**config.mk**
```make
export PLATFORM = sky130hd
export DESIGN_NAME = serial_link_hex_flat
export DESIGN_NICKNAME = d
export VERILOG_FILES = /design/src/rtl/serial_link_hex_if.sv /design/src/rtl/serial_link_hex.sv /design/src/flat_wrapper.sv
export SDC_FILE = /design/constraint.sdc
export NUM_CORES = 1
export LEC_CHECK = 0
export ABC_AREA = 1
export ABC_CLOCK_PERIOD_IN_PS = 2029
export BUFFER_PORTS_ARGS = -buffer_cell sky130_fd_sc_hd__buf_2
export CAP_MARGIN = 20
export CORE_UTILIZATION = 43
export CTS_BUF_LIST = sky130_fd_sc_hd__clkbuf_16
export DETAILED_ROUTE_END_ITERATION = 12
export PLACE_DENSITY_LB_ADDON = 0.1
export REMOVE_ABC_BUFFERS = 1
export SYNTH_ARGS = -nofsm -noshare
export SYNTH_HDL_FRONTEND = slang
export SYNTH_SLANG_ARGS = --single-unit
```
**constraint.sdc**
```tcl
create_clock -name clk -period 2.03 [get_ports clk]
set_input_delay 0.203 -clock clk [delete_from_list [all_inputs] [get_ports clk]]
set_output_delay 0.203 -clock clk [all_outputs]
set_load 0.005 [all_outputs]
```
**src/rtl/serial_link_hex_if.sv**
```systemverilog
// Pushbutton, serial line and hex display signals of one serial_link_hex engine.
interface serial_link_hex_if #(
  parameter int DATA_W = 16
);
  logic                  load_btn;
  logic                  start_btn;
  logic [DATA_W-1:0]     pb_in;
  logic                  serial_in;
  logic                  serial_out;
  logic                  busy;
  logic                  done;
  logic                  rx_valid;
  logic                  frame_err;
  logic [2*DATA_W-1:0]   hex_out;  // 8 segment bits per 4-bit digit

  modport master (
    output load_btn, start_btn, pb_in, serial_in,
    input  serial_out, busy, done, rx_valid, frame_err, hex_out
  );

  modport slave (
    input  load_btn, start_btn, pb_in, serial_in,
    output serial_out, busy, done, rx_valid, frame_err, hex_out
  );
endinterface

```
**src/rtl/serial_link_hex.sv**
```systemverilog
// Framed serial TX/RX engine with hex display; SERIAL_PARITY_EN adds an even-parity bit.
// Buttons act two edges after press; no backpressure, button edges while busy are dropped.
module serial_link_hex #(
  parameter int DATA_W  = 16,
  parameter int BIT_CYC = 1
) (
  input logic              clk,
  input logic              reset,
  serial_link_hex_if.slave bus
);
  localparam int NDIG = DATA_W / 4;
  localparam int CW   = $clog2(BIT_CYC + 1);
  localparam int IW   = $clog2(DATA_W);
`ifdef SERIAL_PARITY_EN
  localparam bit PAR_EN = 1'b1;
`else
  localparam bit PAR_EN = 1'b0;
`endif
  localparam logic [CW-1:0] LAST    = CW'(BIT_CYC - 1);
  localparam logic [CW-1:0] HALF    = CW'(BIT_CYC / 2);
  localparam logic [IW-1:0] IDX_TOP = IW'(DATA_W - 1);

  localparam logic [2:0] S_IDLE  = 3'd0;
  localparam logic [2:0] S_START = 3'd1;
  localparam logic [2:0] S_DATA  = 3'd2;
  localparam logic [2:0] S_PAR   = 3'd3;
  localparam logic [2:0] S_STOP  = 3'd4;

  // Two synchroniser flops plus one history flop per button.
  logic [2:0] ld_sync, st_sync;
  logic       load_edge, start_edge;

  always_ff @(posedge clk) begin
    if (reset) begin
      ld_sync <= '0;
      st_sync <= '0;
    end else begin
      ld_sync <= {ld_sync[1:0], bus.load_btn};
      st_sync <= {st_sync[1:0], bus.start_btn};
    end
  end

  assign load_edge  = ld_sync[1] & ~ld_sync[2];
  assign start_edge = st_sync[1] & ~st_sync[2];

  logic [2:0]        tx_state;
  logic [CW-1:0]     tx_cnt;
  logic [IW-1:0]     tx_idx;
  logic [DATA_W-1:0] tx_reg;
  logic              tx_line, tx_busy, tx_done;

  always_ff @(posedge clk) begin
    if (reset) begin
      tx_state <= S_IDLE;
      tx_cnt   <= '0;
      tx_idx   <= '0;
      tx_reg   <= '0;
      tx_line  <= 1'b1;
      tx_busy  <= 1'b0;
      tx_done  <= 1'b0;
    end else begin
      case (tx_state)
        S_IDLE: begin
          if (load_edge) begin
            tx_reg  <= bus.pb_in;
            tx_done <= 1'b0;
          end else if (start_edge) begin
            tx_state <= S_START;
            tx_cnt   <= '0;
            tx_line  <= 1'b0;
            tx_busy  <= 1'b1;
            tx_done  <= 1'b0;
          end
        end
        default: begin
          if (tx_cnt != LAST) begin
            tx_cnt <= tx_cnt + 1'b1;
          end else begin
            // Line value for the next bit is registered on the bit boundary.
            tx_cnt <= '0;
            case (tx_state)
              S_START: begin
                tx_state <= S_DATA;
                tx_idx   <= IDX_TOP;
                tx_line  <= tx_reg[DATA_W-1];
              end
              S_DATA: begin
                if (tx_idx != '0) begin
                  tx_idx  <= tx_idx - 1'b1;
                  tx_line <= tx_reg[tx_idx - 1'b1];
                end else if (PAR_EN) begin
                  tx_state <= S_PAR;
                  tx_line  <= ^tx_reg;
                end else begin
                  tx_state <= S_STOP;
                  tx_line  <= 1'b1;
                end
              end
              S_PAR: begin
                tx_state <= S_STOP;
                tx_line  <= 1'b1;
              end
              default: begin
                tx_state <= S_IDLE;
                tx_line  <= 1'b1;
                tx_busy  <= 1'b0;
                tx_done  <= 1'b1;
              end
            endcase
          end
        end
      endcase
    end
  end

  logic [1:0]        rx_sync;
  logic              rx_bit, rx_mid, rx_last;
  logic [2:0]        rx_state;
  logic [CW-1:0]     rx_cnt;
  logic [IW-1:0]     rx_idx;
  logic [DATA_W-1:0] rx_shift, rx_word;
  logic              rx_par, rx_valid_q, frame_err_q;

  assign rx_bit  = rx_sync[1];
  assign rx_mid  = (rx_cnt == HALF);
  assign rx_last = (rx_cnt == LAST);

  always_ff @(posedge clk) begin
    if (reset) begin
      rx_sync     <= 2'b11;
      rx_state    <= S_IDLE;
      rx_cnt      <= '0;
      rx_idx      <= '0;
      rx_shift    <= '0;
      rx_word     <= '0;
      rx_par      <= 1'b0;
      rx_valid_q  <= 1'b0;
      frame_err_q <= 1'b0;
    end else begin
      rx_sync     <= {rx_sync[0], bus.serial_in};
      rx_valid_q  <= 1'b0;
      frame_err_q <= 1'b0;
      case (rx_state)
        S_IDLE: begin
          // The first low sample is count 0 of the start bit.
          if (!rx_bit) begin
            rx_idx <= IDX_TOP;
            if (LAST == '0) begin
              rx_state <= S_DATA;
              rx_cnt   <= '0;
            end else begin
              rx_state <= S_START;
              rx_cnt   <= CW'(1);
            end
          end
        end
        S_START: begin
          if (rx_mid && rx_bit) begin
            rx_state <= S_IDLE;
            rx_cnt   <= '0;
          end else if (rx_last) begin
            rx_state <= S_DATA;
            rx_cnt   <= '0;
          end else begin
            rx_cnt <= rx_cnt + 1'b1;
          end
        end
        default: begin
          rx_cnt <= rx_last ? '0 : rx_cnt + 1'b1;
          if (rx_mid) begin
            case (rx_state)
              S_DATA: rx_shift <= {rx_shift[DATA_W-2:0], rx_bit};
              S_PAR:  rx_par   <= rx_bit;
              S_STOP: begin
                if (rx_bit && (!PAR_EN || (rx_par == ^rx_shift))) begin
                  rx_word    <= rx_shift;
                  rx_valid_q <= 1'b1;
                end else begin
                  frame_err_q <= 1'b1;
                end
              end
              default: ;
            endcase
          end
          if (rx_last) begin
            case (rx_state)
              S_DATA: begin
                if (rx_idx != '0) rx_idx <= rx_idx - 1'b1;
                else              rx_state <= PAR_EN ? S_PAR : S_STOP;
              end
              S_PAR:   rx_state <= S_STOP;
              default: rx_state <= S_IDLE;
            endcase
          end
        end
      endcase
    end
  end

  function automatic logic [7:0] seg(input logic [3:0] d);
    case (d)
      4'h0: seg = 8'h3F;  4'h1: seg = 8'h06;  4'h2: seg = 8'h5B;  4'h3: seg = 8'h4F;
      4'h4: seg = 8'h66;  4'h5: seg = 8'h6D;  4'h6: seg = 8'h7D;  4'h7: seg = 8'h07;
      4'h8: seg = 8'h7F;  4'h9: seg = 8'h6F;  4'hA: seg = 8'h77;  4'hB: seg = 8'h7C;
      4'hC: seg = 8'h39;  4'hD: seg = 8'h5E;  4'hE: seg = 8'h79;  default: seg = 8'h71;
    endcase
  endfunction

  logic [8*NDIG-1:0] hex_q;

  always_ff @(posedge clk) begin
    if (reset) begin
      hex_q <= {NDIG{8'h3F}};
    end else begin
      for (int i = 0; i < NDIG; i++) hex_q[8*i +: 8] <= seg(rx_word[4*i +: 4]);
    end
  end

  assign bus.serial_out = tx_line;
  assign bus.busy       = tx_busy;
  assign bus.done       = tx_done;
  assign bus.rx_valid   = rx_valid_q;
  assign bus.frame_err  = frame_err_q;
  assign bus.hex_out    = hex_q;
endmodule

```
**src/flat_wrapper.sv**
```systemverilog
// flat-port wrapper written by rule: the top's interface ports become plain ports
module serial_link_hex_flat 
#(
  parameter int DATA_W  = 16,
  parameter int BIT_CYC = 1
)
  (clk, reset, bus_load_btn, bus_start_btn, bus_pb_in, bus_serial_in, bus_serial_out, bus_busy, bus_done, bus_rx_valid, bus_frame_err, bus_hex_out);
  serial_link_hex_if #(.DATA_W(DATA_W)) bus_i ();
  input logic clk;
  input logic reset;
  input wire logic [$bits(bus_i.load_btn)-1:0] bus_load_btn;
  input wire logic [$bits(bus_i.start_btn)-1:0] bus_start_btn;
  input wire logic [$bits(bus_i.pb_in)-1:0] bus_pb_in;
  input wire logic [$bits(bus_i.serial_in)-1:0] bus_serial_in;
  output wire logic [$bits(bus_i.serial_out)-1:0] bus_serial_out;
  output wire logic [$bits(bus_i.busy)-1:0] bus_busy;
  output wire logic [$bits(bus_i.done)-1:0] bus_done;
  output wire logic [$bits(bus_i.rx_valid)-1:0] bus_rx_valid;
  output wire logic [$bits(bus_i.frame_err)-1:0] bus_frame_err;
  output wire logic [$bits(bus_i.hex_out)-1:0] bus_hex_out;
  assign bus_i.load_btn = bus_load_btn;
  assign bus_i.start_btn = bus_start_btn;
  assign bus_i.pb_in = bus_pb_in;
  assign bus_i.serial_in = bus_serial_in;
  assign bus_serial_out = bus_i.serial_out;
  assign bus_busy = bus_i.busy;
  assign bus_done = bus_i.done;
  assign bus_rx_valid = bus_i.rx_valid;
  assign bus_frame_err = bus_i.frame_err;
  assign bus_hex_out = bus_i.hex_out;
  serial_link_hex #(.DATA_W(DATA_W), .BIT_CYC(BIT_CYC)) u_core (.clk(clk), .reset(reset), .bus(bus_i));
endmodule
```
==> results.cfg, run 1 <==
[status]
status = finished, final reports clean

[worst_setup_path]
critPathMaxFanout = 12
critPathLaunchType = flop
crit_path_end_kind = flop
r2r_cells = 11
crit_end = u_core.bus.serial_out
crit_type = flop to flop
arrival_ns = 1.81
regToRegStartpoint = u_core.tx_idx[0]
r2r-end = u_core.bus.serial_out
cp-startpoint = u_core.tx_idx[0]
rrSetupSlack_ns = 0.45
required_ns = 2.26

[sta]
slew_headroom = 0.666
period_share = 0.779
fin_skew_ns = 0.00690
rsz0062_at_grt = no
setup_ws_ns = 0.449
setup_tns_ns = 0
setup_viol = 0
max_clock_freq_mhz = 632
finalMaxSlewViolations = 0
whs_ns = 0.0599
tightest_slew_ns = 0.501
min_period_ns = 1.58
hold_violations = 0

[die]
pin_count = 58
fp.dieArea_sq_um = 10800
rows = 36
start_util = 0.451
die_h_microns = 104
die_w_microns = 104
core_area_sq_um = 9910

[grt]
grt_start_max_net_pins = 40
first_global_vias = 3190
grt_usage = 0.159
grt_overflow_total = 0
grt_pass1_wl_microns = 14200
antenna_found_initial = 0

[place]
io_buffers = 53
dp_slack_ns = 0.460
gp_congestion = 0.832
dpl.hpwl_microns = 5820

[clocking]
clk_path_buf_depth = 2
cts_tree = built
clk_pin_slew_ns = 0.07
clk_latency_ns = 0.33
cts_setup_buffers = 0
clock-sinks = 102
hold_buffers = 0
cts_root_buf = clkbuf_16
h-tree-depth = 3
cts.repair.resized = 0
cts_inserted_buffers = 9

[routing]
viasPerCell = 4.83
wire_per_inst_microns = 11.0
num_vias = 3639
dr.pass1.iters = 4
wirelength_microns = 8280
route.detailed.drc = 0
drtIter0Drc = 104
drtAntennaViolNets = 0

[job]
cap_violations = 0

[synthesis]
synth.distinct_cells = 31
synth_seq_area_share = 0.457
synth_top_area_share = 0.457
syn_area_sq_um = 4470
synth_area_leaders = dfxtp_1 (46%), ha_1 (9.0%), nand2_1 (7.4%), o21ai_0 (6.0%), a21oi_1 (5.7%)
avgSynthCellArea_sq_um = 7.86
synth-seq-cells = 102
netlist_instances = 569
yosysWarnings = 0
synth_largest_area_cell = dfxtp_1

[layout]
largest_reg_flops = 28
syn2layout_area_growth_pct = 15.6
layout.nets = 670
antennaDiodeCount = 0
nFillCells = 973
drive_gt1_frac = 0.150
final_util = 0.521

[power]
irDropWorstVdd_mv = 0.492
powerDensity_nw_per_um2 = 901
p_leak_nw = 2.30

[hold_path]
min_path_type = input pin to flop
-- layout make-up --
type / instances / area, sq um / area share
Clock buffer: 9 / 225 / 0.0436
Clock inverter: 5 / 100 / 0.0194
Inverter: 70 / 263 / 0.0509
Multi-Input combinational cell: 373 / 2030 / 0.393
Sequential cell: 102 / 2040 / 0.395
Tap cell: 133 / 166 / 0.0322
Timing Repair Buffer: 61 / 338 / 0.0654
-- synth_stat cells, drive strengths merged --
cell type / count
o211ai: 6
clkinv: 8
or2: 2
inv: 62
a31oi: 4
clkbuf: 5
xnor2: 1
dfxtp: 102
a21oi: 51
ha: 32
o32ai: 4
a221oi: 4
conb: 1
nor2: 69
buf: 22
o21ai: 69
nand3: 32
xor2: 3
nor3: 3
nand2: 89
-- routing by layer --
metal,up-vias,track usage,wire [microns]
met1,1648,0.211,4220
li1,1931,-,-
met5,-,0,0
met2,51,0.252,3680
met3,9,0.0363,262
met4,0,0.0561,108
-- where the power goes --
part,switching [W],internal [W],leakage [nW]
combinational,0.000386,0.000233,1.31
clock,0.000690,0.00119,0.161
sequential,0.0000551,0.00211,0.830
total,0.00113,0.00352,2.30
-- through the flow --
step                      total power [W]  std cells  instance area [sq um]
final                             0.00466        753                   5170
after global routing              0.00491        753                   5170
after CTS                         0.00472        753                   5170
after detailed placement          0.00282        739                   4840
after global placement            0.00281        739                   4840
after floorplan                   0.00264        545                   4340
-- worst min path at each step --
stage                                 start                end  slack (ns)  cells past startpoint
final                         bus_serial_in  u_core.rx_sync[0]        0.06                      2
after global routing          bus_serial_in  u_core.rx_sync[0]        0.05                      2
after CTS                     bus_serial_in  u_core.rx_sync[0]        0.05                      2
after detailed placement  u_core.ld_sync[0]  u_core.ld_sync[1]        0.39                      2
after global placement    u_core.rx_sync[0]  u_core.rx_sync[1]        0.39                      1
after floorplan                       reset   u_core.tx_idx[1]        0.27                      1
-- layout by cell type (no fill, tap or decap), types with 6 or more instances in the layout --
cell type  synthesis  routed
buf_4              5       7
nand3_1           32      32
nor2_1            64      64
o21ai_0           54      54
a21oi_1           51      51
inv_2              8       8
clkbuf_16          0       9
o211ai_1           6       6
o21ai_1           15      15
clkinv_1           8       8
inv_1             54      54
nand2_1           88      88
ha_1              32      32
buf_2             14      53
dfxtp_1          102     102
-- worst max-delay path: stages, from the launching register on --
cell     delay, ns
dfxtp_1       0.34
inv_2         0.11
ha_1          0.42
inv_1         0.12
nand3_1       0.10
nand3_1       0.07
nand3_1       0.09
nand2_1       0.06
nand2_1       0.05
nand2_1       0.04
nand2_1       0.05
nand2_1       0.04
-- logic make-up after synthesis --
logic type / after synthesis / synth area share
fa+ha+maj: 32 / 0.0896
compound gates: 138 / 0.167
flops: 102 / 0.457
xor+xnor: 4 / 0.00784
simple gates: 195 / 0.187
other cells: 1 / 0.000839
buf+inv: 97 / 0.0912
Note: power is estimated with default switching activity, not from simulation.
==> run 2, diff against run 1 <==
ABC_CLOCK_PERIOD_IN_PS = 1400   (was 2029)
clock period = 1.4 ns   (was 2.03 ns; I/O delays follow)
==> run 2 against run 1 <==
Against the previous run: worst hold slack worse by 0.053 ns; worst setup slack worse by 0.39 ns; clock power up 20%; cell area up 1.7%; critical path depth unchanged; clock skew up 0.0019 ns; largest cell class is now multi-input gates; highest routed layer unchanged.
==> results.cfg, run 2 (same netlist as run 1, synthesis figures left out) <==
[status]
status = finished, final reports clean

[layout]
syn2layout_area_growth_pct = 17.5
drive_gt1_frac = 0.174
final_util = 0.530
antennaDiodeCount = 0
final_area_sq_um = 5260
nFillCells = 964
layout.nets = 679
final_common_cell = dfxtp_1
largest_reg_flops = 28
final_cell_mix = dfxtp_1 (97), nand2_1 (88), nor2_1 (64)

[sta]
min_period_ns = 1.34
whs_ns = 0.00734
hold_violations = 0
setup_ws_ns = 0.0621
period_share = 0.956
rsz0062_at_grt = yes
fin_skew_ns = 0.00879
finalMaxSlewViolations = 0
setup_viol = 0
max_clock_freq_mhz = 747

[die]
pin_count = 58
rows = 36
die_w_microns = 104
fp.dieArea_sq_um = 10800
core_area_sq_um = 9910
start_util = 0.451
die_h_microns = 104

[place]
dp_slack_ns = -0.0725
io_buffers = 53
dpl.hpwl_microns = 5890
gp_congestion = 0.833
place_area_sq_um = 4910

[grt]
first_global_vias = 3361
grt_pass1_wl_microns = 14800
grt_usage = 0.165
antenna_found_initial = 0
grt_overflow_total = 0
grt_start_max_net_pins = 59

[routing]
wirelength_microns = 8500
drtIter0Drc = 121
num_vias = 3614
drtAntennaViolNets = 0
route.detailed.drc = 0
viasPerCell = 4.73
wire_per_inst_microns = 11.1
dr.pass1.iters = 4

[clocking]
clk_pin_slew_ns = 0.07
h-tree-depth = 3
clk_path_buf_depth = 2
cts_inserted_buffers = 9
cts_root_buf = clkbuf_16
cts_tree = built
clk_latency_ns = 0.34
clock-sinks = 102

[hold_path]
min_path_type = input pin to flop

[worst_setup_path]
crit_type = flop to flop
required_ns = 1.64
crit_path_end_kind = flop
critPathLaunchType = flop
critPathMaxFanout = 5
arrival_ns = 1.58

[power]
p_leak_nw = 2.33
finalPower_w = 0.00641
irDropWorstVdd_mv = 0.599
powerDensity_nw_per_um2 = 1220

[job]
cap_violations = 0
run 2: changes by cell type in the layout (fill, tap and decap cells not counted), moves of 3 or more:
cell / before / now
buf_4: 7 / 12
dfxtp_2: 0 / 5
bufinv_16: 3 / 0
dfxtp_1: 102 / 97
clkinvlp_4: 0 / 4
run 2: worst paths after layout:
path | endpoint | start | cells past startpoint | slack (ns)
hold reg to reg | u_core.ld_sync[1] | u_core.ld_sync[0] | 2 | 0.40
setup / recovery | u_core.bus.serial_out | u_core.tx_idx[0] | 11 | 0.06
hold / removal | u_core.ld_sync[0] | bus_load_btn | 3 | 0.007
setup reg to reg | u_core.bus.serial_out | u_core.tx_idx[0] | 11 | 0.06
run 2: layout make-up:
class / instances / area, sq um / share of cell area
repair buffers: 70 / 435 / 0.0829
clock inverters: 7 / 42.5 / 0.00810
flip-flops and latches: 102 / 2050 / 0.390
well taps: 133 / 166 / 0.0317
multi-input cells: 373 / 2070 / 0.394
clock buffers: 9 / 225 / 0.0429
inverters: 70 / 268 / 0.0510
run 2: worst max-delay path: stages (launching register included):
cell	delay, ns
dfxtp_2	0.36
inv_4	0.06
ha_4	0.23
buf_4	0.14
nand3_1	0.08
nand3_1	0.08
nand3_1	0.07
nand2_1	0.05
nand2_1	0.05
nand2_1	0.04
nand2_1	0.05
nand2_1	0.04
run 2: power breakdown:
part	internal [W]	switching (W)
sequential	0.00305	0.0000897
combinational	0.000433	0.000589
clock	0.00119	0.00106
total	0.00468	0.00174
run 2: repair_timing:
item	4_1_cts	5_1_grt
hold endpoints to repair	2	0
hold buffers	2	0
setup buffers	0	1
gates cloned	0	0
gates resized for setup	4	13
endpoints found under the setup margin	1	14
pin swaps	0	2
run 2: layer usage:
layer  track usage  up-vias  routed length [microns]
met4        0.0724        0                      114
met5             0        -                        0
met1         0.215     1611                     4340
li1              -     1946                        -
met3        0.0294        9                      232
met2         0.266       48                     3820
run 2: stage by stage:
step	std cells	setup TNS [ns]
2_1_floorplan	545	-2.57
3_3_place_gp	745	-0.0113
3_5_place_dp	745	-0.0725
4_1_cts	763	0
5_1_grt	764	-0.163
6_report	764	0
